$ cat config.mk
export PLATFORM = sky130hd
export DESIGN_NAME = frb_square_picker
export DESIGN_NICKNAME = d
export VERILOG_FILES = /design/src/rtl/frb_square_picker.sv
export SDC_FILE = /design/constraint.sdc
export NUM_CORES = 1
export LEC_CHECK = 0
export CORE_MARGIN = 2
export CORE_UTILIZATION = 30
export DETAILED_ROUTE_END_ITERATION = 8
export PLACE_DENSITY_LB_ADDON = 0.08
export SYNTH_ARGS = -nofsm -noshare
export SYNTH_HDL_FRONTEND = slang
export SYNTH_SLANG_ARGS = --single-unit
$ cat constraint.sdc
create_clock -name clk -period 3.2 [get_ports clk]
set_input_delay 0.64 -clock clk [delete_from_list [all_inputs] [get_ports clk]]
set_output_delay 0.64 -clock clk [all_outputs]
set_load 0.005 [all_outputs]
$ cat src/rtl/frb_square_picker.sv
// Maps the player's aim point and debounced trigger to a pick of one of the three
// 32x32 FRB squares. Also provides a registered hover indication and a sticky selection.
module frb_square_picker #(
    parameter int DEBOUNCE_CYCLES = 250000,
    parameter int COOLDOWN_CYCLES = 12500000
) (
    input  logic       clk,
    input  logic       rst_n,
    input  logic [9:0] aim_x,
    input  logic [9:0] aim_y,
    input  logic       trigger_n,
    output logic       hover,
    output logic [1:0] hover_index,
    output logic       pick_valid,
    output logic [1:0] pick_index,
    output logic [1:0] selected_index,
    output logic       busy
);

    localparam int CNT_MAX = (DEBOUNCE_CYCLES > COOLDOWN_CYCLES) ? DEBOUNCE_CYCLES : COOLDOWN_CYCLES;
    localparam int CNT_W   = $clog2(CNT_MAX) + 1;

    localparam logic [CNT_W-1:0] DEB_LAST  = CNT_W'(DEBOUNCE_CYCLES - 1);
    localparam logic [CNT_W-1:0] COOL_LAST = CNT_W'(COOLDOWN_CYCLES - 1);

    localparam logic [2:0] S_IDLE         = 3'd0;
    localparam logic [2:0] S_DEBOUNCE     = 3'd1;
    localparam logic [2:0] S_EVAL         = 3'd2;
    localparam logic [2:0] S_COOLDOWN     = 3'd3;
    localparam logic [2:0] S_WAIT_RELEASE = 3'd4;

    logic             r_sync1;
    logic             r_sync2;
    logic [2:0]       r_state;
    logic [CNT_W-1:0] r_cnt;
    logic             r_hover;
    logic [1:0]       r_hover_index;
    logic             r_pick_valid;
    logic [1:0]       r_pick_index;
    logic [1:0]       r_selected_index;

    logic             w_trig_s;
    logic             w_hit;
    logic [9:0]       w_off;
    logic [1:0]       w_idx;

    assign w_trig_s = ~r_sync2;

    // Square row spans x 161..256, y 415..446; each square is 32 px wide.
    assign w_hit = (aim_x >= 10'd161) && (aim_x <= 10'd256) &&
                   (aim_y >= 10'd415) && (aim_y <= 10'd446);
    assign w_off = w_hit ? (aim_x - 10'd161) : 10'd0;
    assign w_idx = 2'(w_off >> 5);

    // Two-stage synchroniser for the asynchronous trigger; both stages idle released.
    always_ff @(posedge clk) begin
        if (!rst_n) begin
            r_sync1 <= 1'b1;
            r_sync2 <= 1'b1;
        end else begin
            r_sync1 <= trigger_n;
            r_sync2 <= r_sync1;
        end
    end

    always_ff @(posedge clk) begin
        if (!rst_n) begin
            r_state          <= S_WAIT_RELEASE;
            r_cnt            <= '0;
            r_hover          <= 1'b0;
            r_hover_index    <= 2'd0;
            r_pick_valid     <= 1'b0;
            r_pick_index     <= 2'd0;
            r_selected_index <= 2'd0;
        end else begin
            r_hover       <= w_hit;
            r_hover_index <= w_idx;
            r_pick_valid  <= 1'b0;
            case (r_state)
                S_IDLE: begin
                    if (w_trig_s) begin
                        r_state <= S_DEBOUNCE;
                        r_cnt   <= '0;
                    end
                end
                S_DEBOUNCE: begin
                    if (!w_trig_s) begin
                        r_state <= S_IDLE;
                        r_cnt   <= '0;
                    end else if (r_cnt == DEB_LAST) begin
                        r_state <= S_EVAL;
                        r_cnt   <= '0;
                    end else begin
                        r_cnt <= r_cnt + CNT_W'(1);
                    end
                end
                S_EVAL: begin
                    r_cnt <= '0;
                    if (w_hit) begin
                        r_pick_valid     <= 1'b1;
                        r_pick_index     <= w_idx;
                        r_selected_index <= w_idx;
                        r_state          <= S_COOLDOWN;
                    end else begin
                        r_state <= S_WAIT_RELEASE;
                    end
                end
                S_COOLDOWN: begin
                    if (r_cnt == COOL_LAST) begin
                        r_state <= S_WAIT_RELEASE;
                        r_cnt   <= '0;
                    end else begin
                        r_cnt <= r_cnt + CNT_W'(1);
                    end
                end
                S_WAIT_RELEASE: begin
                    // Any pressed sample restarts the release window.
                    if (w_trig_s) begin
                        r_cnt <= '0;
                    end else if (r_cnt == DEB_LAST) begin
                        r_state <= S_IDLE;
                        r_cnt   <= '0;
                    end else begin
                        r_cnt <= r_cnt + CNT_W'(1);
                    end
                end
                default: begin
                    r_state <= S_WAIT_RELEASE;
                    r_cnt   <= '0;
                end
            endcase
        end
    end

    assign hover          = r_hover;
    assign hover_index    = r_hover_index;
    assign pick_valid     = r_pick_valid;
    assign pick_index     = r_pick_index;
    assign selected_index = r_selected_index;
    assign busy           = (r_state != S_IDLE);

endmodule
==> flow_summary.toml, run 1 <==
[worst_setup_path]
worst-endpoint-required_ns = 3.43
crit_type = "in2reg"
reg2reg_slack_ns = 0.68
crit_path_cell_trace = "clkdlybuf4s50_1, or4_1, o41ai_1, nand4_1, nor4_2, mux2i_1, and2_1"
cp_max_fo = 4
crit_slowest_cell = "or4_1"
critPathArrivalTime_ns = 3.04
setup.worst_path.start_class = "input pin"
crit_path_max_incr_delay_ns = 0.55
worstSetupEndpointType = "flop"

[timing]
finalSetupViolations = 0
slew_headroom_pct = 52.89
rsz0062_at_grt = "no"
min_period_ns = 2.810
finalClockSkew_ns = 0.006401
finalMaxSlewViolations = 0
period_share_pct = 87.83
hold_viol = 0
worstMarginPinSlew_ns = 0.7051
finalSetupTns_ns = 0
fmax_mhz = 355.8

[clock_tree]
clk_pin_slew_ns = 0.07
cts_hold_buf = 0
ctsHtreeMaxLevel = 2
cts_buffer_depth = 2
clkLatencyLatePin_ns = 0.29
cts_sinks = 36
cts_tree = "built"
cts-root-buf = "clkbuf_8"
post_cts_buffers = 0
ctsResizeCount = 0
cts_made_buffers = 5

[logic_synthesis]
synth_edf_count = 0
seq_area_frac_synth_pct = 36.71
ys.flop_type = "dfxtp_1"
yosys_warnings = 0
syn-cell-area_um2 = 1963
synth_nets = 270
synthCells = 246
synthTopCellsByArea = "dfxtp_1, nand2_1, a31oi_1"
ys_types = 52
async_flop_share_pct = 0
avgSynthCellArea_um2 = 7.980
synth_top_area_cell = "dfxtp_1"
synth_top_area_share_pct = 36.71
ys_ff_latch = 36

[layout]
antenna_cells = 0
fillers = 641
post-route-cell-area_um2 = 2419
drive_above_1_share_pct = 5.839
area_growth_pct = 23.20
fin_nets = 297

[routing]
drt-total-wl_um = 4782
via_count = 1836
final_antenna_net_count = 0
post-route-drc-count = 0
wire_per_inst_um = 13.62
drt_pass1_iterations = 4
viasPerCell = 5.231
dr.first_iter.drc_count = 77

[global_route]
grt_use_met3_pct = 2.918
grt_max_degree = 43
grt_use_met1_pct = 20.73
busiest_layer = "met2"
antenna_found_initial = 0
overflow = 0
gr-usage-met2_pct = 21.12
grt_pass1_vias = 1756
grt_pass1_wl_um = 8404
track_usage_pct = 14.34

[place]
placedInstanceArea_um2 = 2328
port_buffers = 31
gp_congestion = 0.7198
dp_hpwl_um = 3440

[pwr]
power_density_nw_per_um2 = 365.6
p_leak_nw = 0.8696
ir_worst_vdd_v = 0.0001827

[die]
die_w_um = 84.90
die-area_um2 = 7207
start_util_pct = 30.92
die_y_um = 84.90
core_um2 = 6350
io-pin-count = 32
std_cell_rows = 29

[min_path]
hp-class = "reg2reg"

[run_status]
outcome = "complete, no violations"

[flow_run]
cap_violations = 0
[worst paths after layout]
path | cells after the start | to | from
setup / recovery | 7 | selected_index[1] | aim_x[3]
hold / removal | 1 | r_sync2 | r_sync1
setup reg to reg | 7 | r_cnt[17] | r_cnt[16]
hold reg to reg | 1 | r_sync2 | r_sync1
[logic make-up after synthesis]
group / share of synthesized area (%)
AND/OR/NAND/NOR: 31.68
XOR/XNOR: 1.339
multiplexers: 1.530
adder cells (fa/ha/maj): 0.6372
buffers and inverters: 6.181
AO/OA/AOI/OAI: 21.93
flip-flops: 36.71
[cells in the mapped netlist, types with 4 or more instances]
master and n:
o21ai_0 8, nand2_1 32, dfxtp_1 36, nor2_1 11, and3_1 7, nor3_1 4
nand3_1 11, nand4_1 8, clkbuf_1 9, a21oi_1 16, nand2b_1 8, inv_1 12
and4_1 5, a31oi_1 19
[final cells by class]
| type | instances | area [µm²] | area share, % |
|---|---|---|---|
| flip-flops and latches | 36 | 720.7 | 29.80 |
| clock buffers | 8 | 90.09 | 3.725 |
| well taps | 77 | 96.34 | 3.983 |
| multi-input cells | 184 | 1121 | 46.35 |
| repair buffers | 34 | 345.3 | 14.28 |
| inverters | 12 | 45.04 | 1.862 |
[per-layer routing]
layer | wire length (µm) | part of all wire [%] | vias up
li1 | - | - | 963
met1 | 2458 | 51 | 852
met2 | 2145 | 45 | 14
met3 | 105 | 2.2 | 7
met4 | 72 | 1.5 | 0
met5 | 0 | 0 | -
[registers in the layout, summed over array words and instances (netlist names)]
signal          cells
r_sync1             1
pick_valid          1
r_state             3
r_cnt              25
hover_index         2
hover               1
selected_index      2
r_sync2             1
[metrics by stage]
step	hold slack, ns	instances	setup slack [ns]	power [mW]	util [%]
after floorplan	0.3863	246	0.7270	0.5150	-
after global placement	0.3934	343	0.1493	0.5519	36.67
after detailed placement	0.3967	343	0.02189	0.5527	36.67
after CTS	0.4144	351	0.3194	0.8992	38.09
after global routing	0.4223	351	0.1498	0.9260	38.09
final	0.4094	351	0.3895	0.8843	38.09
[power breakdown]
part	switching [mW]	total (mW)	internal, mW
Clock	0.167	0.343	0.176
Combinational	0.0325	0.0767	0.0442
Sequential	0.00870	0.465	0.456
[critical path: cells and delay by family]
kind / cells / cell delay, ns
AOI/OAI and AO/OA: 1 / 0.35
buffers and inverters: 1 / 0.39
and+or+nand+nor: 4 / 1.43
muxes: 1 / 0.23
[cell usage in the layout, fill, tap and decap left out, types with 7 or more instances in the layout]
cell type	count
a21oi_1	16
a31oi_1	19
and3_1	7
clkdlybuf4s50_1	31
dfxtp_1	36
inv_1	12
nand2_1	32
nand2b_1	8
nand3_1	11
nand4_1	8
nor2_1	11
o21ai_0	8
(Power assumes the default switching activity.)
==> run 2: changes to the inputs <==
--- a/config.mk
+++ b/config.mk
@@ -8,6 +8,8 @@
 export CORE_MARGIN = 2
 export CORE_UTILIZATION = 30
+export CTS_CLUSTER_SIZE = 14
 export DETAILED_ROUTE_END_ITERATION = 8
 export PLACE_DENSITY_LB_ADDON = 0.08
+export SLEW_MARGIN = 15
 export SYNTH_ARGS = -nofsm -noshare
 export SYNTH_HDL_FRONTEND = slang
==> constraint.sdc (replaced) <==
create_clock -name clk -period 3.2 [get_ports clk]
set_input_delay 0.64 -clock clk [delete_from_list [all_inputs] [get_ports clk]]
set_output_delay 0.64 -clock clk [all_outputs]
set_load 0.1 [all_outputs]
==> run 2 against run 1 <==
Effect of this change:
- fmax is 3.1% lower
- total power shrank 0.39%
- cell count stayed put
- largest cell class unchanged
- global-route usage shrank 0.23 points
- critical path depth is the same
- sequential power hardly changed
- first-iteration DRC count increased by 6.5%
- routed wire length increased by 1.7%
==> flow_summary.toml, run 2 (synthesis gave the netlist of run 1 again) <==
[layout]
instances_no_fill = 351
fin_util_pct = 37.73
drive_above_1_share_pct = 9.124
top_regs = "r_cnt: 25 flops, r_state: 3 flops"
final_common_cell = "dfxtp_1"
mostFrequentLayoutCells = "dfxtp_1, nand2_1, clkdlybuf4s50_1, a31oi_1, a21oi_1"
antenna_cells = 0
largest_register = "r_cnt"
largest_reg_flops = 25
area_growth_pct = 22.05
fillers = 667
fin_nets = 297

[flow_run]
cap_violations = 0

[clock_tree]
cts_buffer_depth = 2
ctsHtreeMaxLevel = 2
cts_made_buffers = 5
cts_sinks = 36
clkLatencyLatePin_ns = 0.29
post_cts_buffers = 0
cts-root-buf = "clkbuf_8"
ctsResizeCount = 0
cts_hold_buf = 0
cts_tree = "built"
clk_pin_slew_ns = 0.07

[place]
gp_congestion = 0.7132
port_buffers = 31
dpl.cell_count = 343
dp_hpwl_um = 3458

[min_path]
min_from = "r_sync1"
hold_path_end = "r_sync2"
hp-class = "reg2reg"
worstHoldPathCells = 1

[worst_setup_path]
critPathArrivalTime_ns = 3.13
crit_path_max_incr_delay_ns = 0.56
r2r_cells = 7
reg2reg_slack_ns = 0.70
worst-endpoint-required_ns = 3.43
crit_slowest_cell = "or4_1"
worstReg2RegEnd = "r_cnt[17]"
cpLargestDelayFamily = "simple AND/OR/NAND/NOR gates"
setup.worst_path.start_class = "input pin"
worstSetupEndpointType = "flop"
critPathBufInv = 1
worst-path-stages = 7
crit_path_cell_trace = "clkdlybuf4s50_1, or4_1, o41ai_1, nand4_1, nor4_2, mux2i_1, and2_1"
cp_max_fo = 4
r2r_start = "r_cnt[16]"
crit_type = "in2reg"

[pwr]
power.switching_mw = 0.2046
seq_power_share_pct = 52.8
clockPowerShare_pct = 38.4
p_int_mw = 0.6763
p_sw_share_pct = 23.22
combPwrFrac_pct = 8.8
ir_worst_vdd_v = 0.0001519
power_density_nw_per_um2 = 367.6
p_leak_nw = 0.8859
total_power_mw = 0.8809

[timing]
period_share_pct = 90.66
finalSetupTns_ns = 0
worstMarginPinSlew_ns = 0.7068
hold_viol = 0
finalSetupViolations = 0
fmax_mhz = 344.7
slew_headroom_pct = 52.78
min_period_ns = 2.901
finalMaxSlewViolations = 0
finalClockSkew_ns = 0.006378
hold_ws_ns = 0.4057
rsz0062_at_grt = "no"

[global_route]
overflow = 0
grt_pass1_wl_um = 8300
grt_max_degree = 43
grt_pass1_vias = 1705
antenna_found_initial = 0
track_usage_pct = 14.10

[routing]
final_antenna_net_count = 0
post-route-drc-count = 0
dr.first_iter.drc_count = 82
wire_per_inst_um = 13.86
drt_pass1_iterations = 4
via_count = 1821
viasPerCell = 5.188
drt-total-wl_um = 4864

[die]
die_y_um = 84.90
io-pin-count = 32
start_util_pct = 30.92
core_um2 = 6350
std_cell_rows = 29
die-area_um2 = 7207
die_w_um = 84.90

[run_status]
outcome = "complete, no violations"
-- run 2: stage by stage --
stage                     cell area (µm²)  worst slack, ns
final                                2396           0.2988
after global routing                 2396           0.1046
after CTS                            2396           0.2329
after detailed placement             2306        0.0005749
after global placement               2306           0.1578
after floorplan                      1963           0.7270
-- run 2: worst max path at each step --
stage          startpoint                 to
2_1_floorplan    aim_x[3]  selected_index[0]
3_3_place_gp     aim_x[3]  selected_index[1]
3_5_place_dp     aim_x[3]  selected_index[1]
4_1_cts          aim_x[3]  selected_index[0]
5_1_grt          aim_x[3]  selected_index[0]
6_report         aim_x[3]  selected_index[0]
-- run 2: final cells by class --
type | count | area [µm²] | share of cell area, %
multi-input cells | 184 | 1121 | 46.79
flip-flops and latches | 36 | 720.7 | 30.08
repair buffers | 34 | 322.8 | 13.47
well taps | 77 | 96.34 | 4.021
clock buffers | 8 | 90.09 | 3.760
inverters | 12 | 45.04 | 1.880
-- run 2: power groups by stage --
stage	clock network, mW	registers (mW)	logic (mW)
6_report	0.338	0.465	0.0772
5_1_grt	0.370	0.466	0.0856
4_1_cts	0.354	0.465	0.0780
3_5_place_dp	0	0.476	0.0774
3_3_place_gp	0	0.475	0.0769
2_1_floorplan	0	0.474	0.0415
-- run 2: layer usage --
layer	part of all wire, %	vias up	track usage [%]
met1	53	834	20.48
met2	44	15	21.05
met4	1.5	0	5.195
met3	1.9	7	2.335
li1	-	965	-
met5	0	-	0
==> run 3: changes to the inputs <==
ABC_CLOCK_PERIOD_IN_PS = 3200   (was not set)
==> results of run 3 <==
The final DEF is identical to that of run 2; final timing and power are the same.
